[src/rtl/instr_word_encoder.sv]
// ============================================================================
// Module   : instr_word_encoder
// Purpose  : Encodes abstract operation requests into RV32I instruction words
//            and writes them sequentially into instruction memory.
// Revision : 1.0 - initial release
// ============================================================================
`default_nettype none

module instr_word_encoder #(
  parameter int                    ADDR_WIDTH  = 32,
  parameter logic [ADDR_WIDTH-1:0] BASE_ADDR   = ADDR_WIDTH'(32'hBFC00000),
  parameter int                    DEPTH_WORDS = 1024,
  localparam int                   CW          = $clog2(DEPTH_WORDS) + 1
) (
  input  logic                  iClk,
  input  logic                  iRstN,
  input  logic                  iValid,
  output logic                  oReady,
  input  logic [2:0]            iOpClass,
  input  logic [4:0]            iRd,
  input  logic [4:0]            iRs1,
  input  logic [4:0]            iRs2,
  input  logic [2:0]            iFunct3,
  input  logic                  iAltOp,
  input  logic [31:0]           iImm,
  input  logic                  iFinish,
  output logic                  oWrEn,
  input  logic                  iWrReady,
  output logic [ADDR_WIDTH-1:0] oWrAddr,
  output logic [31:0]           oWrData,
  output logic [CW-1:0]         oWordCount,
  output logic                  oErr,
  output logic                  oDone
);

  localparam logic [1:0]  c_s_idle  = 2'd0;
  localparam logic [1:0]  c_s_write = 2'd1;
  localparam logic [1:0]  c_s_halt  = 2'd2;
  localparam logic [1:0]  c_s_done  = 2'd3;

  localparam logic [31:0] c_halt_word = 32'h0000006F;
  localparam logic [6:0]  c_f7_alt    = 7'b0100000;

  localparam logic [6:0]  c_op_r      = 7'b0110011;
  localparam logic [6:0]  c_op_i      = 7'b0010011;
  localparam logic [6:0]  c_op_load   = 7'b0000011;
  localparam logic [6:0]  c_op_store  = 7'b0100011;
  localparam logic [6:0]  c_op_branch = 7'b1100011;
  localparam logic [6:0]  c_op_lui    = 7'b0110111;
  localparam logic [6:0]  c_op_jal    = 7'b1101111;

  logic [1:0]            r_state;
  logic [1:0]            w_next;
  logic [ADDR_WIDTH-1:0] r_addr;
  logic [31:0]           r_data;
  logic [CW-1:0]         r_count;
  logic                  r_err;
  logic                  r_fin;
  logic                  r_run;

  logic [31:0]           w_word;
  logic                  w_illegal;
  logic [6:0]            w_f7;
  logic                  w_full;
  logic                  w_ready;
  logic                  w_wr_en;
  logic                  w_done;
  logic                  w_hs;

  assign w_f7   = iAltOp ? c_f7_alt : 7'b0000000;
  assign w_full = (r_count == CW'(DEPTH_WORDS - 1));
  assign w_hs   = iValid && w_ready;

  always_comb begin
    w_word    = 32'h0;
    w_illegal = 1'b0;
    case (iOpClass)
      3'd0: begin
        w_illegal = iAltOp && !((iFunct3 == 3'b000) || (iFunct3 == 3'b101));
        w_word    = {w_f7, iRs2, iRs1, iFunct3, iRd, c_op_r};
      end
      3'd1: begin
        if ((iFunct3 == 3'b001) || (iFunct3 == 3'b101)) begin
          w_illegal = iAltOp && (iFunct3 == 3'b001);
          w_word    = {w_f7, iImm[4:0], iRs1, iFunct3, iRd, c_op_i};
        end else begin
          w_illegal = iAltOp;
          w_word    = {iImm[11:0], iRs1, iFunct3, iRd, c_op_i};
        end
      end
      3'd2: w_word = {iImm[11:0], iRs1, iFunct3, iRd, c_op_load};
      3'd3: w_word = {iImm[11:5], iRs2, iRs1, iFunct3, iImm[4:0], c_op_store};
      3'd4: begin
        w_illegal = iImm[0];
        w_word    = {iImm[12], iImm[10:5], iRs2, iRs1, iFunct3,
                     iImm[4:1], iImm[11], c_op_branch};
      end
      3'd5: w_word = {iImm[31:12], iRd, c_op_lui};
      3'd6: begin
        w_illegal = iImm[0];
        w_word    = {iImm[20], iImm[10:1], iImm[11], iImm[19:12], iRd, c_op_jal};
      end
      default: w_illegal = 1'b1;
    endcase
  end

  always_ff @(posedge iClk or negedge iRstN) begin
    if (!iRstN) r_state <= c_s_idle;
    else        r_state <= w_next;
  end

  // An illegal request still completes its handshake; a finish seen alongside it goes straight to HALT.
  always_comb begin
    w_next = r_state;
    case (r_state)
      c_s_idle: begin
        if (w_hs && !w_illegal) w_next = c_s_write;
        else if (iFinish)       w_next = c_s_halt;
      end
      c_s_write: begin
        if (iWrReady) w_next = (r_fin || iFinish) ? c_s_halt : c_s_idle;
      end
      c_s_halt: begin
        if (iWrReady) w_next = c_s_done;
      end
      default: w_next = c_s_done;
    endcase
  end

  always_comb begin
    w_ready = 1'b0;
    w_wr_en = 1'b0;
    w_done  = 1'b0;
    case (r_state)
      c_s_idle:  w_ready = r_run && !w_full;
      c_s_write: w_wr_en = 1'b1;
      c_s_halt:  w_wr_en = 1'b1;
      default:   w_done  = 1'b1;
    endcase
  end

  // r_run keeps oReady low while reset is held and for the first edge after release.
  always_ff @(posedge iClk or negedge iRstN) begin
    if (!iRstN) begin
      r_run   <= 1'b0;
      r_addr  <= BASE_ADDR;
      r_data  <= 32'h0;
      r_count <= '0;
      r_err   <= 1'b0;
      r_fin   <= 1'b0;
    end else begin
      r_run <= 1'b1;
      if (w_next == c_s_halt && r_state != c_s_halt) begin
        r_data <= c_halt_word;
      end else if (r_state == c_s_idle && w_hs && !w_illegal) begin
        r_data <= w_word;
      end
      if (r_state == c_s_idle) begin
        r_fin <= w_hs && !w_illegal && iFinish;
        if (w_hs && w_illegal) r_err <= 1'b1;
      end else if (r_state == c_s_write) begin
        r_fin <= r_fin || iFinish;
        if (iWrReady) begin
          r_count <= r_count + CW'(1);
          r_addr  <= r_addr + ADDR_WIDTH'(4);
        end
      end else if (r_state == c_s_halt && iWrReady) begin
        r_count <= r_count + CW'(1);
      end
    end
  end

  assign oReady     = w_ready;
  assign oWrEn      = w_wr_en;
  assign oDone      = w_done;
  assign oWrAddr    = r_addr;
  assign oWrData    = r_data;
  assign oWordCount = r_count;
  assign oErr       = r_err;

endmodule

`default_nettype wire

[config.mk]
export PLATFORM = sky130hd
export DESIGN_NAME = instr_word_encoder
export DESIGN_NICKNAME = d
export VERILOG_FILES = /design/src/rtl/instr_word_encoder.sv
export SDC_FILE = /design/constraint.sdc
export NUM_CORES = 1
export LEC_CHECK = 0
export CAP_MARGIN = 20
export CORE_MARGIN = 4
export CORE_UTILIZATION = 49
export DETAILED_ROUTE_END_ITERATION = 8
export PLACE_DENSITY = 0.86
export SLEW_MARGIN = 5
export SYNTH_ARGS = -nofsm -noshare
export SYNTH_HDL_FRONTEND = slang
export SYNTH_SLANG_ARGS = --single-unit
export TNS_END_PERCENT = 10
[constraint.sdc]
create_clock -name iClk -period 3.3 [get_ports iClk]
set_input_delay 0.66 -clock iClk [delete_from_list [all_inputs] [get_ports iClk]]
set_output_delay 0.66 -clock iClk [all_outputs]
set_load 0.02 [all_outputs]
==> results.md, run 1 <==
* Die H at roughly 99 um
* Status: finished, final reports clean
* Core ar. at 0.00785 mm2
* Worst EP arrival at between 2000 and 2500 ps
* Cells after Synth at slightly above 400
* Crit end category: output pin
* Synthesized flop and latch total at 77
* Largest stage delay on the critical path at ~700 ps
* Clock root cell: clkbuf_8
* Global-route wire length before repair at 17.0 mm
* Yosys cell types at 55
* Worst Slack Setup Final at 275 ps
* # setup viols final at 0
* CTS resizes at 0
* Post-synthesis xor/xnor area fraction at 0.0871
* Site row count at 32
* Worst-path clk slew at about 80 ps
* Post-CTS Setup Inserts at 0
* DRT iter0 DRCs at between 150 and 200
* IO Count at approximately 140
* Total of max-cap violations at 0
* Routed via count at between 3000 and 4000
* Worst path bufs/invs at 2
* Final ANT Viol Nets at 0
* Routed length per instance at around 16 um
* Clock buffer depth at 2
* GR peak layer: met2
* CTS buffer count at 9
* FMAX at roughly 0.33 GHz
* Share of the synthesized area in the top cell type at 0.423
* Synth-to-layout area growth at 41.5%
* GRT Total Usage at 0.216
* TritonRoute pass-1 iters at 4
* GRT Residual Overflow at 0
* Initial antenna violation count at 0
* Finished Core Util at 0.725
* Largest net degree at the start of global routing at between 70 and 80
* Area after DPL at 0.00543 mm2
* Async S/R FF share, synth at 1.00
* Met1 Usage GRT at 0.290
* Largest area contributor in the netlist: dfrtp_1
* DIE AREA at between 0.009 and 0.01 mm2
* Number of synthesized flops with an enable pin at 0
* Critical path data required time at between 2000 and 3000 ps
* Layout net count at ~600
* Crit path max fanout at 8
* Top post-synthesis cells by area: dfrtp_1, dfstp_2, xnor2_1
* CTS tree: built
* Place WS at a little under 400 ps
* Via density at about 5.5
* Warnings, synthesis at 0
* Post-synthesis sequential area ratio at 0.482
* Reg-to-Reg Start: r_state[0]
* Initial Util at 0.513
* Met3 global-route usage at 0.0361
* LEAKAGE at between 2 and 2.5 nW
* Max VDD drop at approximately 0.47 mV
* Global routing met2 resource utilization at 0.361
* # diodes at 0
* Post-route minimum period at roughly 3000 ps
* Clk sinks at just under 80
* Power per cell area at about 670 mW/mm2
* Multiplexer share of the synthesized area at 0.0305
* Post-synth top cells: dfrtp_1, nand3_1, nand2_1
* RSZ-0062 raised after global routing: false
* Final WL at 10.4 mm
* Slew margin rel. at 0.381
* Final Hold Fails at 0
* Count leader, synth: dfrtp_1
* PortBufs at 135
* Compound-Gate Fraction of Synth Area at 0.144
* Primary FF master, synth: dfrtp_1
* Hold buffers post-CTS at 0
* Layout cells sized above 1 at 0.0801
* Min Hold Slack at around 470 ps
* CP delay by family, top: buffers and inverters
* Max Slew Vio Count at 0
* Startpoint type of the worst setup path: flip-flop
* Largest family of logic cells by synthesized area: simple AND/OR/NAND/NOR gates
* Clk_lat worst skew at roughly 340 ps
* Netlist Area Pre-Place at 0.00402 mm2
* WS Path Type: flip-flop to output pin
* TNS Setup at 0 ps
* Finished Cell Area at 0.00569 mm2
* Crit-path cells: inv_1, ha_1, nand2_1, a41oi_1, clkdlybuf4s50_1
* Slowest CP cell: clkdlybuf4s50_1
* Vias in the first global route at 3428
* Gp weighted congestion at a little under 0.9
* Adder-Cell Fraction of Synth Area at 0.0187
* Hold Path Class: primary input to asynchronous set/reset pin
* Syn avg cell area at approximately 10 um2
* Die Width at about 99 um
* Final Cycle Share at 0.917
* Skew final at around 12 ps
* H-tree Lvls at 3
* Tightest Pin Transition at 928 ps
* Post-Synth Simple-Gate Area at 0.197
* Critical Path Start: r_state[0]
* Drt drc at 0
* Post-DP HPWL at between 7 and 8 mm
==> final timing paths <==
check | endpoint | slack, ps | cells after the start
max | oReady | 270 | 5
min | oWrAddr[12] | 470 | 1
max reg2reg | oWrData[3] | 940 | 8
min reg2reg | oWrAddr[31] | 490 | 1
max in group asynchronous | oWrData[3] | 2240 | 1
min in group iClk | oWrAddr[31] | 490 | 1
==> placed cells by master, fill, tap and decap left out, drive strengths merged, types with 12 or more instances in the layout <==
master	instances
clkdlybuf4s50	134
dfrtp	68
nand3	44
o21ai	37
nand2	30
xnor2	27
a22oi	18
nor2	16
a21oi	14
xor2	13
clkbuf	12
==> layer usage <==
metal | up-vias | part of all wire
li1 | 1697 | -
met1 | 1699 | 0.44
met2 | 122 | 0.50
met3 | 6 | 0.057
met4 | 0 | 0.0077
met5 | - | 0
==> sequential cells by signal, indices dropped and copies added, names as in the netlist <==
register / cells
r_state: 2
r_run: 1
oWordCount: 11
oWrData: 31
oErr: 1
oWrAddr: 30
r_fin: 1
==> through the flow <==
| stage | power, mW | cells |
|---|---|---|
| after floorplan | 2.18 | 404 |
| after global placement | 2.89 | 622 |
| after detailed placement | 2.95 | 622 |
| after CTS | 3.86 | 638 |
| after global routing | 4.06 | 639 |
| final | 3.83 | 639 |
==> power by group <==
group	switching, mW	total (mW)	internal (mW)
clock	0.321	0.902	0.581
combinational	0.801	1.53	0.724
sequential	0.210	1.40	1.19
==> layout make-up <==
| type | instances | area, um2 |
|---|---|---|
| Clock buffer | 12 | 135 |
| Timing Repair Buffer | 142 | 1410 |
| Multi-Input combinational cell | 294 | 1930 |
| Sequential cell | 77 | 1940 |
| Fill cell | 592 | 2150 |
| Inverter | 8 | 30.0 |
| Clock inverter | 4 | 120 |
| Tap cell | 102 | 128 |
==> logic make-up after synthesis <==
| logic type | Yosys count |
|---|---|
| muxes | 12 |
| xor gates and xnor gates | 40 |
| DFF | 77 |
| buffers and inverters | 33 |
| other | 2 |
| AOI/OAI and AO/OA | 94 |
| and+or+nand+nor | 139 |
| adders and majority gates | 6 |
Note: power is estimated with default switching activity, not from simulation.
==> run 2, diff against run 1 <==
Settings changed: SKIP_CTS_REPAIR_TIMING from default to 1.
==> results of run 2 <==
Same layout as run 1: the final DEF is identical, and so are final timing and power.
==> run 3, diff against run 2 <==
Settings changed: RECOVER_POWER from default to 100.
==> results.md, run 3 (same netlist as run 1, synthesis figures left out) <==
* Site row count at 32
* Cell-internal power at roughly 2.4 mW
* Skew final at between 10 and 15 ps
* RSZ-0062 raised after global routing: false
* Dpl cells at 622
* Die Width at between 90 and 100 um
* TritonRoute pass-1 iters at 6
* Synth-to-layout area growth at 39.6%
* Clk sinks at between 70 and 80
* Crit path max fanout at 5
* WS Path Type: flip-flop to output pin
* Critical Path Start: oWordCount[0]
* Post-route minimum period at about 3000 ps
* Reg-to-Reg Start: oWordCount[0]
* Final WL at 10.4 mm
* CTS buffer count at 9
* Max VDD drop at about 0.45 mV
* Routed via count at between 3000 and 4000
* Total of max-cap violations at 1
* Worst EP arrival at approximately 2300 ps
* Initial antenna violation count at 0
* Hold Path Class: flip-flop to flip-flop
* Largest net degree at the start of global routing at 78
* Switching share of power at 0.353
* Fillers at 603
* Via density at 5.57
* Global-route wire length before repair at 17.0 mm
* Finished Cell Area at 0.00562 mm2
* Post-DP HPWL at roughly 7.9 mm
* Max FFs per register at 31
* Max Slew Vio Count at slightly below 80
* Tightest Pin Transition at roughly 1800 ps
* Vias in the first global route at 3428
* FMAX at about 0.34 GHz
* # diodes at 0
* GRT Residual Overflow at 0
* H-tree Lvls at 3
* Status: complete, but fails checks
* Crit-path cells: ha_1, and4b_1, a41oi_1, dlygate4sd3_1
* Final ANT Viol Nets at 0
* Hold path startpoint: oWrAddr[31]
* Clock root cell: clkbuf_8
* Gp weighted congestion at about 0.89
* PortBufs at 135
* Crit end category: output pin
* Area after DPL at approximately 0.0054 mm2
* Worst-path clk slew at about 80 ps
* # setup viols final at 0
* Clock buffer depth at 2
* Power per cell area at between 600 and 700 mW/mm2
* Core ar. at approximately 0.0078 mm2
* Initial Util at 0.513
* Critical path data required time at ~2600 ps
* Failing checks: max-capacitance violations, max-slew violations
* Layout cells sized above 1 at 0.0596
* Startpoint type of the worst setup path: flip-flop
* Commonest non-fill, non-tap cell in the layout: dlygate4sd3_1
* Slowest CP cell: dlygate4sd3_1
* Layout net count at approximately 600
* Largest stage delay on the critical path at around 740 ps
* CTS tree: built
* Finished Core Util at 0.716
* Routed length per instance at approximately 16 um
* DRT iter0 DRCs at ~210
* Drt drc at 0
* TNS Setup at 0 ps
* Die H at 98.6 um
* Fraction of power consumed by the clock network at 0.245
* Switch Pwr at 1.30 mW
* Sequential power share at 0.376
* Most frequent cells in the layout: dlygate4sd3_1, dfrtp_1, clkdlybuf4s50_1, nand3_1, o21ai_0
* LEAKAGE at ~2.5 nW
* DIE AREA at 0.00972 mm2
* Comb pwr share at 0.380
* Place WS at a little under 400 ps
* Final Cycle Share at 0.902
* Final std cells w/o fill at 639
* Worst Slack Setup Final at ~320 ps
* Slew margin rel. at -0.228
* IO Count at approximately 140
* Clk_lat worst skew at roughly 340 ps
* GRT Total Usage at 0.216
* Final Hold Fails at 0
==> run 3: cell types whose count changed in the layout (fill, tap and decap cells not counted), moves of 2 or more <==
cell	change
clkdlybuf4s50_1	-79
dlygate4sd3_1	+79
o21ai_0	+22
o21ai_1	-22
nor3_1	+3
buf_4	-2
nor3_4	-2
==> run 3: layout make-up <==
cell class                 instances  area (um2)  area share
sequential                        77        1940       0.345
multi-input combinational        294        1860       0.331
timing repair buffer             142        1410       0.250
clock buffer                      12         135      0.0241
tap                              102         128      0.0227
clock inverter                     4         120      0.0214
inverter                           8        30.0     0.00535
==> run 3: routing by layer <==
metal	up-vias	global-route usage	wire length (um)
met5	-	0	0
met3	12	0.0361	637
met2	122	0.361	5210
met4	0	0.0672	140
met1	1712	0.290	4370
li1	1712	-	-
==> run 3: worst max-delay path: cells and delay by family (launching register included) <==
family                     cells  cell delay, ps
buffers and inverters          1             740
DFF                            1             430
AOI/OAI and AO/OA              1             370
adders and majority gates      1             250
and+or+nand+nor                1             190
==> run 3: final timing paths <==
| check | end | slack, ps | cells after the start |
|---|---|---|---|
| max | oReady | 320 | 4 |
| min | oWrAddr[31] | 490 | 1 |
| max reg2reg | oWrData[4] | 740 | 6 |
| min reg2reg | oWrAddr[31] | 490 | 1 |
| max in group asynchronous | oWrData[8] | 1390 | 1 |
| min in group asynchronous | oWrAddr[12] | 810 | 1 |
==> run 3: stage by stage <==
| stage | hold WS (ps) | power [mW] |
|---|---|---|
| 3_3_place_gp | 476 | 2.89 |
| 3_5_place_dp | 480 | 2.95 |
| 6_report | 486 | 3.69 |
| 4_1_cts | 491 | 3.86 |
| 2_1_floorplan | 364 | 2.18 |
| 5_1_grt | 503 | 3.92 |
==> run 3: power groups by stage <==
stage	Clock, mW	Combinational, mW	Sequential (mW)
after floorplan	0	0.526	1.65
after global placement	0	1.49	1.40
after detailed placement	0	1.54	1.41
after CTS	0.920	1.54	1.40
after global routing	0.971	1.52	1.43
final	0.902	1.40	1.39
